==> src/rtl/fft32_frame_sched_pkg.sv <==
// rtl/fft32_frame_sched_pkg.sv - shared widths, state encodings and bit-reverse helper for the FFT32 frame scheduler
package fft32_frame_sched_pkg;

`ifndef FFT_NB
`define FFT_NB 16
`endif

  localparam int NB          = `FFT_NB;
  localparam int N           = 32;
  localparam int LOGN        = $clog2(N);
  localparam int DEF_LATENCY = 64;

  // Life cycle of one ping-pong bank
  typedef enum logic [1:0] {
    BANK_EMPTY = 2'd0,
    BANK_FILL  = 2'd1,
    BANK_FULL  = 2'd2,
    BANK_DRAIN = 2'd3
  } bank_state_t;

  // Issue FSM that starts the core and feeds it one frame
  typedef enum logic [1:0] {
    ISS_IDLE  = 2'd0,
    ISS_START = 2'd1,
    ISS_FEED  = 2'd2
  } issue_state_t;

  function automatic logic [LOGN-1:0] bitrev(input logic [LOGN-1:0] v);
    logic [LOGN-1:0] r;
    for (int i = 0; i < LOGN; i++) begin
      r[i] = v[LOGN-1-i];
    end
    return r;
  endfunction

endpackage

==> src/rtl/fft_frame_bank.sv <==
// rtl/fft_frame_bank.sv - one N-sample complex frame bank with write pointer and bank state
module fft_frame_bank
  import fft32_frame_sched_pkg::*;
(
  input  logic            CLK,
  input  logic            RST,
  input  logic            wr_en,
  input  logic [NB-1:0]   wr_re,
  input  logic [NB-1:0]   wr_im,
  input  logic            clear,
  input  logic            start,
  input  logic            drain_done,
  input  logic [LOGN-1:0] rd_addr,
  output bank_state_t     state,
  output logic [LOGN-1:0] wr_ptr,
  output logic [NB-1:0]   rd_re,
  output logic [NB-1:0]   rd_im
);

  logic [NB-1:0] mem_re [N];
  logic [NB-1:0] mem_im [N];

  // Sample storage; contents are don't-care until written, so no reset
  always_ff @(posedge CLK) begin
    if (wr_en) begin
      mem_re[wr_ptr] <= wr_re;
      mem_im[wr_ptr] <= wr_im;
    end
  end

  assign rd_re = mem_re[rd_addr];
  assign rd_im = mem_im[rd_addr];

  // Bank state and write pointer; release and start never coincide with clear or write on the same bank
  always_ff @(posedge CLK or negedge RST) begin
    if (!RST) begin
      state  <= BANK_EMPTY;
      wr_ptr <= '0;
    end else begin
      if (drain_done) begin
        state <= BANK_EMPTY;
      end else if (start) begin
        state <= BANK_DRAIN;
      end else if (clear) begin
        if (state == BANK_FILL || state == BANK_FULL) state <= BANK_EMPTY;
      end else if (wr_en) begin
        state <= (wr_ptr == LOGN'(N-1)) ? BANK_FULL : BANK_FILL;
      end

      if (clear)      wr_ptr <= '0;
      else if (wr_en) wr_ptr <= wr_ptr + 1'b1;
    end
  end

endmodule

==> src/rtl/fft32_frame_sched.sv <==
// rtl/fft32_frame_sched.sv - ping-pong frame scheduler and output tagger for the serial FFT32 core; FFT_BITREV_EN selects bit-reversed out_index
module fft32_frame_sched
  import fft32_frame_sched_pkg::*;
#(
  parameter int LATENCY = DEF_LATENCY
)(
  input  logic            CLK,
  input  logic            RST,
  input  logic            flush,
  input  logic            in_valid,
  output logic            in_ready,
  input  logic [NB-1:0]   in_re,
  input  logic [NB-1:0]   in_im,
  input  logic            in_last,
  output logic            core_start,
  output logic [NB-1:0]   core_dr,
  output logic [NB-1:0]   core_di,
  input  logic [NB-1:0]   core_or,
  input  logic [NB-1:0]   core_oi,
  output logic            out_valid,
  output logic [NB-1:0]   out_re,
  output logic [NB-1:0]   out_im,
  output logic [LOGN-1:0] out_index,
  output logic            out_last,
  output logic [7:0]      out_frame,
  output logic            err_frame
);

  bank_state_t     st_a, st_b, wb_state, rd_state, other_state;
  logic [LOGN-1:0] ptr_a, ptr_b, wr_ptr, rd_addr, feed_cnt, ocnt;
  logic [NB-1:0]   rd_re_a, rd_im_a, rd_re_b, rd_im_b, rd_re, rd_im;
  logic            wr_sel, rd_sel, we, wr_done;
  logic            issue, issue_sel, feed_last;
  logic            has_drain, drain_sel, emerge;
  logic [LATENCY-1:0] dly;
  issue_state_t    iss_q, iss_d;

  assign wb_state    = wr_sel ? st_b : st_a;
  assign rd_state    = rd_sel ? st_b : st_a;
  assign other_state = rd_sel ? st_a : st_b;
  assign wr_ptr      = wr_sel ? ptr_b : ptr_a;
  assign rd_re       = rd_sel ? rd_re_b : rd_re_a;
  assign rd_im       = rd_sel ? rd_im_b : rd_im_a;

  assign in_ready = RST && !flush && (wb_state == BANK_EMPTY || wb_state == BANK_FILL);
  assign we       = in_valid && in_ready;
  assign wr_done  = we && (wr_ptr == LOGN'(N-1));
  assign rd_addr  = (iss_q == ISS_FEED) ? feed_cnt + 1'b1 : '0;

  assign has_drain = (st_a == BANK_DRAIN) || (st_b == BANK_DRAIN);
  assign drain_sel = (st_a != BANK_DRAIN);

  fft_frame_bank u_bank_a (
    .CLK        (CLK),
    .RST        (RST),
    .wr_en      (we && !wr_sel),
    .wr_re      (in_re),
    .wr_im      (in_im),
    .clear      (flush),
    .start      (issue && !issue_sel),
    .drain_done (feed_last && !rd_sel),
    .rd_addr    (rd_addr),
    .state      (st_a),
    .wr_ptr     (ptr_a),
    .rd_re      (rd_re_a),
    .rd_im      (rd_im_a)
  );

  fft_frame_bank u_bank_b (
    .CLK        (CLK),
    .RST        (RST),
    .wr_en      (we && wr_sel),
    .wr_re      (in_re),
    .wr_im      (in_im),
    .clear      (flush),
    .start      (issue && issue_sel),
    .drain_done (feed_last && rd_sel),
    .rd_addr    (rd_addr),
    .state      (st_b),
    .wr_ptr     (ptr_b),
    .rd_re      (rd_re_b),
    .rd_im      (rd_im_b)
  );

  // Bank selection: toggle on frame boundaries; flush re-aims both selects around any draining bank
  always_ff @(posedge CLK or negedge RST) begin
    if (!RST) begin
      wr_sel <= 1'b0;
      rd_sel <= 1'b0;
    end else if (flush) begin
      wr_sel <= has_drain ? !drain_sel : 1'b0;
      rd_sel <= has_drain ? (feed_last ? !drain_sel : drain_sel) : 1'b0;
    end else begin
      if (wr_done)   wr_sel <= !wr_sel;
      if (feed_last) rd_sel <= !rd_sel;
    end
  end

  // Sticky framing check: in_last must coincide exactly with the final sample of a frame
  always_ff @(posedge CLK or negedge RST) begin
    if (!RST) begin
      err_frame <= 1'b0;
    end else if (we && (in_last != (wr_ptr == LOGN'(N-1)))) begin
      err_frame <= 1'b1;
    end
  end

  // Issue FSM state register
  always_ff @(posedge CLK or negedge RST) begin
    if (!RST) iss_q <= ISS_IDLE;
    else      iss_q <= iss_d;
  end

  // Issue FSM next state; a flush cycle never starts a frame since that frame is being discarded
  always_comb begin
    iss_d     = iss_q;
    issue     = 1'b0;
    issue_sel = rd_sel;
    feed_last = 1'b0;
    case (iss_q)
      ISS_IDLE: begin
        if (rd_state == BANK_FULL && !flush) begin
          iss_d = ISS_START;
          issue = 1'b1;
        end
      end
      ISS_START: iss_d = ISS_FEED;
      ISS_FEED: begin
        if (feed_cnt == LOGN'(N-1)) begin
          feed_last = 1'b1;
          if (other_state == BANK_FULL && !flush) begin
            iss_d     = ISS_START;
            issue     = 1'b1;
            issue_sel = !rd_sel;
          end else begin
            iss_d = ISS_IDLE;
          end
        end
      end
      default: iss_d = ISS_IDLE;
    endcase
  end

  assign core_start = (iss_q == ISS_START);

  // Registered feed path: sample 0 loads at the end of START, sample k+1 while k is presented
  always_ff @(posedge CLK or negedge RST) begin
    if (!RST) begin
      core_dr  <= '0;
      core_di  <= '0;
      feed_cnt <= '0;
    end else if (iss_q == ISS_START) begin
      core_dr  <= rd_re;
      core_di  <= rd_im;
      feed_cnt <= '0;
    end else if (iss_q == ISS_FEED && !feed_last) begin
      core_dr  <= rd_re;
      core_di  <= rd_im;
      feed_cnt <= feed_cnt + 1'b1;
    end
  end

  // START delay line matching the core latency
  always_ff @(posedge CLK or negedge RST) begin
    if (!RST) dly <= '0;
    else      dly <= {dly[LATENCY-2:0], core_start};
  end

  assign emerge = dly[LATENCY-1];

  // Output tagger: one N-sample window per emerged START
  always_ff @(posedge CLK or negedge RST) begin
    if (!RST) begin
      out_valid <= 1'b0;
      out_re    <= '0;
      out_im    <= '0;
      ocnt      <= '0;
      out_frame <= '0;
    end else begin
      out_re <= core_or;
      out_im <= core_oi;
      if (emerge) begin
        out_valid <= 1'b1;
        ocnt      <= '0;
      end else if (out_valid) begin
        ocnt <= ocnt + 1'b1;
        if (ocnt == LOGN'(N-1)) begin
          out_valid <= 1'b0;
          out_frame <= out_frame + 1'b1;
        end
      end
    end
  end

  assign out_last = out_valid && (ocnt == LOGN'(N-1));

`ifdef FFT_BITREV_EN
  assign out_index = bitrev(ocnt);
`else
  assign out_index = ocnt;
`endif

endmodule
==> config.mk <==
export PLATFORM = sky130hd
export DESIGN_NAME = fft32_frame_sched
export DESIGN_NICKNAME = d
export VERILOG_FILES = /design/src/rtl/fft32_frame_sched_pkg.sv /design/src/rtl/fft_frame_bank.sv /design/src/rtl/fft32_frame_sched.sv
export SDC_FILE = /design/constraint.sdc
export NUM_CORES = 2
export LEC_CHECK = 0
export ABC_CLOCK_PERIOD_IN_PS = 4560
export BUFFER_PORTS_ARGS = -buffer_cell sky130_fd_sc_hd__buf_2
export CAP_MARGIN = 20
export CELL_PAD_IN_SITES_DETAIL_PLACEMENT = 1
export CELL_PAD_IN_SITES_GLOBAL_PLACEMENT = 1
export CORE_AREA = 2 2 589 591
export DETAILED_ROUTE_END_ITERATION = 16
export DIE_AREA = 0 0 591 593
export GPL_ROUTABILITY_DRIVEN = 0
export PLACE_DENSITY_LB_ADDON = 0.1
export SYNTH_ARGS = -nofsm -noshare
export SYNTH_HDL_FRONTEND = slang
export SYNTH_HIERARCHICAL = 1
export SYNTH_SLANG_ARGS = --single-unit
==> constraint.sdc <==
create_clock -name CLK -period 4.56 [get_ports CLK]
set_input_delay 0.684 -clock CLK [delete_from_list [all_inputs] [get_ports CLK]]
set_output_delay 0.684 -clock CLK [all_outputs]
set_load 0.02 [all_outputs]
# Yosys cells after proc, flatten, opt, wreduce, memory -nomap -nowiden
# Memories as Yosys holds them, arrays and structs flattened.
# Index checks and enable logic that the tools add are counted.
dict set report totals {
  reg_bits 166
  ramBits 2048
  in_bits 69
  out_inout_bits 82
  elab_cells 146
  memories 4
}
# memory words width read_ports rd_clocked_by_memory_dff wr line_no
set memory_table {}
lappend memory_table {u_bank_a.mem_im 32 16 1 0 1 fft_frame_bank.sv:21} ;# logic [NB-1:0] mem_im [N];
lappend memory_table {u_bank_a.mem_re 32 16 1 0 1 fft_frame_bank.sv:20} ;# logic [NB-1:0] mem_re [N];
lappend memory_table {u_bank_b.mem_im 32 16 1 0 1 fft_frame_bank.sv:21}
lappend memory_table {u_bank_b.mem_re 32 16 1 0 1 fft_frame_bank.sv:20}
dict set report op_classes {
  addsub 5
  n_eq_ne 22
  mux 58
  n_bitwise 1
  n_reduce_logical 39
}
# operator count
set op_table {}
lappend op_table {{$mux 16} 6}
lappend op_table {{$mux 5} 10}
lappend op_table {{$mux 2} 17}
lappend op_table {{$eq 5x5->1 const B} 5}
lappend op_table {{$mux 1} 23}
lappend op_table {{$add 5x1->5 const B} 4}
lappend op_table {{$logic_and 1x1->1} 15}
lappend op_table {{$eq 2x2->1 const B} 7}
lappend op_table {{$reduce_bool 2->1} 6}
lappend op_table {{$add 8x1->8 const B} 1}
lappend op_table {{$eq 2x1->1 const B} 4}
lappend op_table {{$ne 4x1->1 const B} 2}
lappend op_table {{$reduce_bool 4->1} 2}
lappend op_table {{$logic_not 1->1} 6}
lappend op_table {{$pmux 2 s3} 1}
lappend op_table {{$reduce_and 2->1} 3}
lappend op_table {{$logic_not 2->1} 2}
lappend op_table {{$logic_or 1x1->1} 4}
lappend op_table {{$ne 2x2->1 const B} 2}
lappend op_table {{$reduce_and 3->1} 1}
lappend op_table {{$ne 2x1->1 const B} 1}
lappend op_table {{$pmux 1 s2} 1}
lappend op_table {{$ne 1x1->1} 1}
lappend op_table {{$not 1->1} 1}

# Depth between registers and ports, before layout
dict set report logic_depth {
  ltp_word 10
  depth_mapped 13
  ltp_nobuf 11
}

# Cells and area by module
# Netlist, hierarchy kept.
# module n_inst cells_each area_per_inst_um2
set modules_own_cells {}
lappend modules_own_cells {{fft_frame_bank at u_bank_b} 1 2271 40283.6}
lappend modules_own_cells {{fft_frame_bank at u_bank_a} 1 2268 40276.1}
lappend modules_own_cells {fft32_frame_sched 1 383 5257.5}

# Worst setup path after synthesis
# No wires, ideal clock.
dict set report synth_path {
  path_type {input -> register}
  from {input flush}
  to {memory u_bank_b/mem_im[3][0] in the netlist's numbering, enable pin}
  setup_time_ns 0.461
  arrival_time_ns 4.289
  required_ns 4.099
  setup_slack_ns -0.190
  path_stages 8
  n_path_buf 2
  path_cell_list {clkbuf_1 nor3b_2 nand2_1 nor2_1 buf_2 nand2_1 or2_2 nor3_1}
}
dict set report synth_between {
  elab_chain_cells 7
}
# element line_no
set synth_rtl {}
lappend synth_rtl {{start, declared} fft32_frame_sched.sv:9} ;# input logic flush,
lappend synth_rtl {{$logic_not 1->1} fft32_frame_sched.sv:45} ;# assign in_ready = RST && !flush && (wb_state == BANK_EMPTY || wb_state == BANK_FILL);
lappend synth_rtl {{$logic_and 1x1->1 (2 in series)} fft32_frame_sched.sv:45}
lappend synth_rtl {{net in_ready} fft32_frame_sched.sv:11} ;# output logic in_ready,
lappend synth_rtl {{$logic_and 1x1->1} fft32_frame_sched.sv:46} ;# assign we = in_valid && in_ready;
lappend synth_rtl {{$logic_and 1x1->1} fft32_frame_sched.sv:72} ;# .wr_en (we && wr_sel),
lappend synth_rtl {{$mux 1} fft_frame_bank.sv:25} ;# if (wr_en) begin
lappend synth_rtl {{$mux 1 (not written as such)} fft_frame_bank.sv:27} ;# mem_im[wr_ptr] <= wr_im;
lappend synth_rtl {{end, declared} fft_frame_bank.sv:21}
# The timed path passes the listed nets, and every way through them passes these cells.

# Worst setup path after layout
dict set report layout_path {
  from {register iss_q[1]}
  to {register core_dr[6]}
}
dict set report layout_between {
  elab_chain_cells 6
  elab_cells_between_ends 12
  cone_classes {2 x eq/ne; 5 x mux; 3 x reduce/logical; 2 x memory}
}
# element line_no
set layout_rtl {}
lappend layout_rtl {{start, declared} fft32_frame_sched.sv:36} ;# issue_state_t iss_q, iss_d;
lappend layout_rtl {{start signal, assigned} fft32_frame_sched.sv:111} ;# else iss_q <= iss_d;
lappend layout_rtl {{$eq 2x2->1 (*)} fft32_frame_sched.sv:48} ;# assign rd_addr = (iss_q == ISS_FEED) ? feed_cnt + 1'b1 : '0;
lappend layout_rtl {{$mux 5 (*)} fft32_frame_sched.sv:48}
lappend layout_rtl {{net rd_addr[0]} fft32_frame_sched.sv:30} ;# logic [LOGN-1:0] ptr_a, ptr_b, wr_ptr, rd_addr, feed_cnt, ocnt;
lappend layout_rtl {{$mem_v2 32x16 (*)} -}
lappend layout_rtl {{net rd_re_b[6]} fft32_frame_sched.sv:31} ;# logic [NB-1:0] rd_re_a, rd_im_a, rd_re_b, rd_im_b, rd_re, rd_im;
lappend layout_rtl {{$mux 16 (*)} fft32_frame_sched.sv:42} ;# assign rd_re = rd_sel ? rd_re_b : rd_re_a;
lappend layout_rtl {{$mux 16} fft32_frame_sched.sv:156} ;# end else if (iss_q == ISS_FEED && !feed_last) begin
lappend layout_rtl {{$mux 16 (*)} fft32_frame_sched.sv:152} ;# end else if (iss_q == ISS_START) begin
lappend layout_rtl {{end signal, assigned} fft32_frame_sched.sv:153} ;# core_dr <= rd_re;
lappend layout_rtl {{end signal, assigned} fft32_frame_sched.sv:157} ;# core_dr <= rd_re;
lappend layout_rtl {{end, declared} fft32_frame_sched.sv:16} ;# output logic [NB-1:0] core_dr,
# The timed path passes the listed nets; every way through them passes the cells marked *. The select of a mux whose other input is x is not followed.
# A chain may end at the register's enable or synchronous reset.

==> results.json <==
{
  "crit_type": "reg -> reg",
  "p_leak_nw": 33.2,
  "worstPathMaxFanout": 26,
  "final_util_pct": 29.9,
  "max_stage_delay_ns": 0.60,
  "clock_sinks": 2214,
  "powerDensity_nw_per_um2": 596,
  "initial_utilization_pct": 24.9,
  "core_um2": 345000,
  "fmax_ghz": 0.231,
  "numCtsBuffers": 267,
  "crit_path_end_kind": "register",
  "clk_pin_slew_ns": 0.06,
  "path_common_cell": "buf_4",
  "synth_area_um2": 85800,
  "whs_path_depth": 3,
  "clock_path_buffers": 4,
  "synth_top_family_by_area": "multiplexers",
  "die_w_um": 591,
  "antenna_left": 0,
  "setup_tns_ns": 0,
  "chipHeight_um": 593,
  "wl_um": 299000,
  "synth_xor_area_share_pct": 0.214,
  "wire_per_inst_um": 29.3,
  "cts-htree-levels": 5,
  "firstDrtPassIters": 5,
  "syn_to_final_growth_pct": 20.0,
  "setup_viol_count_final": 0,
  "worst_pin_slew_ns": 1.06,
  "cts_tree": "yes",
  "synth_fp_nets": 5006,
  "synth_compound_area_share_pct": 5.01,
  "reg2reg_depth": 12,
  "ys_async_sr_fraction_pct": 7.50,
  "crit_path_start_kind": "register",
  "drt_iter0_markers": 2824,
  "muxShareOfSynthArea_pct": 12.4,
  "skew_ns": 0.0418,
  "timing.final.crit_share_pct": 95.0,
  "grt_setup_unrepaired": "no",
  "clkLatencyLatePin_ns": 0.83,
  "path_depth": 12,
  "power_mw": 61.4,
  "drc": 0,
  "worstPathCellList": "nand2b_1 -> nor2_2 -> buf_4 -> and2_4 -> buf_12 -> buf_4 -> buf_4 -> a22oi_1 -> nand3_1 -> nand3_2 -> mux2i_1 -> o21ai_0",
  "crit_family": "simple AND/OR/NAND/NOR gates",
  "fin_crit_ns": 4.33,
  "slew_viol_final": 0,
  "grt_pass1_vias": 48800,
  "rows": 216,
  "worst_hold_slack_ns": 0.168,
  "synth_edf_count": 2048,
  "grt_pass1_wl_um": 411000,
  "root_buffer": "clkbuf_16",
  "placed_area_um2": 94500,
  "pre_cts_ws_ns": -0.257,
  "grt_max_degree": 73,
  "seq_area_frac_synth_pct": 76.5,
  "crit_slowest_cell": "dfrtp_1",
  "arrival_ns": 5.02,
  "synth_flop_cell": "edfxtp_1",
  "viasPerCell": 4.55,
  "num_vias": 46300,
  "max_cap_viol_count": 0,
  "relSlewSlack_pct": 29.4,
  "grt-ovfl-total": 0,
  "layout_commonest_cell": "edfxtp_1",
  "peakVddDrop_v": 0.000359,
  "syn_avg_cell_area_um2": 17.4,
  "io-pin-count": 151,
  "ys_seq_elements": 2214,
  "synth_fa_ha_area_share_pct": 0.219,
  "cts_setup_buffers": 0,
  "crit_buf_inv": 4,
  "hpwl_um": 178000,
  "dieArea_um2": 350000,
  "hold_viol": 0,
  "final_cells": 10200,
  "crit_required_ns": 5.24,
  "setup_slack_ns": 0.226,
  "placedCellCount": 9663,
  "nets": 5472,
  "most-common-layout-cells": "2048 x edfxtp_1, 1063 x mux2i_1, 280 x clkbuf_16, 250 x nand2_1, 200 x a21oi_1",
  "antenna_found_initial": 27,
  "final_area_um2": 103000,
  "hold_path.class": "in -> reg",
  "io_buffers": 150,
  "synth_cells": 4922,
  "grt_util_all_layers_pct": 16.8,
  "synth-simple-area-share_pct": 3.57,
  "synthDistinctLibCells": 52,
  "yosysWarnings": 6,
  "outcome": "finished clean",
  "drive_above_1_share_pct": 15.8
}
routing by layer:
metal | wire (um) | share of wire [%] | GRT usage [%] | vias to the layer above
li1 | - | - | - | 20300
met2 | 150000 | 50 | 29.6 | 779
met5 | 69 | 0.023 | 0 | -
met3 | 10100 | 3.4 | 2.28 | 365
met1 | 131000 | 44 | 21.7 | 24800
met4 | 7350 | 2.5 | 4.31 | 10
tightest hold or removal path, stage by stage:
cell and delay, ns:
buf_2 0.09, xnor2_1 0.11, o21bai_1 0.07
kinds of logic (layout without fill, tap and decap cells):
kind of cell | count (synthesis) | after routing
flops | 2214 | 2214
other cells | 0 | 15
fa+ha+maj | 15 | 15
mux | 1065 | 1065
buf+inv | 291 | 955
simple gates | 676 | 676
compound gates | 640 | 640
xor+xnor | 21 | 21
flip-flops by register name, summed over array words and instances, names as in the netlist, 2 cells and up:
name,flops
core_di,16
core_dr,16
dly,64
feed_cnt,5
iss_q,2
out_frame,8
out_im,16
out_index,5
out_re,16
u_bank_a/mem_im,512
u_bank_a/mem_re,512
u_bank_a/state,2
u_bank_a/wr_ptr,5
u_bank_b/mem_im,512
u_bank_b/mem_re,512
u_bank_b/state,2
u_bank_b/wr_ptr,5
repair_timing:
action	CTS	global route
gates resized for setup	2	0
hold buffers	33	0
hold endpoints to repair	47	0
setup endpoints to repair	2	0
cell usage after synthesis, types with 2 or more instances:
| cell type | instances | area (um2) |
|---|---|---|
| o21ai_0 | 37 | 185 |
| nand3_1 | 200 | 1000 |
| nor2_1 | 92 | 345 |
| mux2i_1 | 1063 | 10600 |
| a21oi_1 | 201 | 1010 |
| nand4_1 | 7 | 43.8 |
| buf_4 | 51 | 383 |
| nand2_1 | 252 | 946 |
| o21ai_1 | 3 | 15.0 |
| clkbuf_1 | 82 | 308 |
| a22oi_1 | 192 | 1440 |
| buf_1 | 9 | 33.8 |
| nor2b_1 | 6 | 37.5 |
| buf_2 | 85 | 425 |
| or3b_2 | 2 | 17.5 |
| a22o_1 | 129 | 1130 |
| or2_2 | 3 | 18.8 |
| nor3_1 | 78 | 390 |
| and2_1 | 3 | 18.8 |
| inv_1 | 11 | 41.3 |
| a31oi_1 | 64 | 400 |
| nand3b_1 | 7 | 52.6 |
| clkbuf_4 | 4 | 30.0 |
| and3_1 | 6 | 37.5 |
| buf_6 | 48 | 541 |
| nand2b_1 | 8 | 50.1 |
| mux2_2 | 2 | 22.5 |
| o31ai_1 | 5 | 37.5 |
| xnor2_1 | 12 | 105 |
| dfrtp_1 | 166 | 4150 |
| ha_1 | 15 | 188 |
| a2111oi_2 | 2 | 30.0 |
| nand3_2 | 2 | 20.0 |
| edfxtp_1 | 2048 | 61500 |
| or3_1 | 2 | 12.5 |
| xor2_1 | 9 | 78.8 |
path summary, 6_finish.rpt:
path | from | end | slack [ns]
max in group asynchronous | RST | dly[0] | 1.91
worst max register to register | iss_q[1] | core_dr[6] | 0.23
worst min-delay path | in_last | err_frame | 0.17
min in group asynchronous | RST | u_bank_a/wr_ptr[0] | 0.36
worst min register to register | dly[2] | dly[3] | 0.34
worst max-delay path | iss_q[1] | core_dr[6] | 0.23
where the power goes:
group          switching, mW  leakage [nW]  internal, mW
sequential             0.503          20.6          22.4
combinational           11.9          8.67          6.43
clock                   8.38          3.96          11.7
total                   20.8          33.2          40.5
area by class of cell:
cell class | count | area, um2
fillers | 35400 | 242000
flip-flops and latches | 2214 | 65700
multi-input cells | 2417 | 19000
clock buffers | 367 | 7480
well taps | 4578 | 5730
repair buffers | 476 | 4520
clock inverters | 100 | 567
inverters | 12 | 45.0
diodes | 15 | 37.5
(Power assumes the default switching activity.)
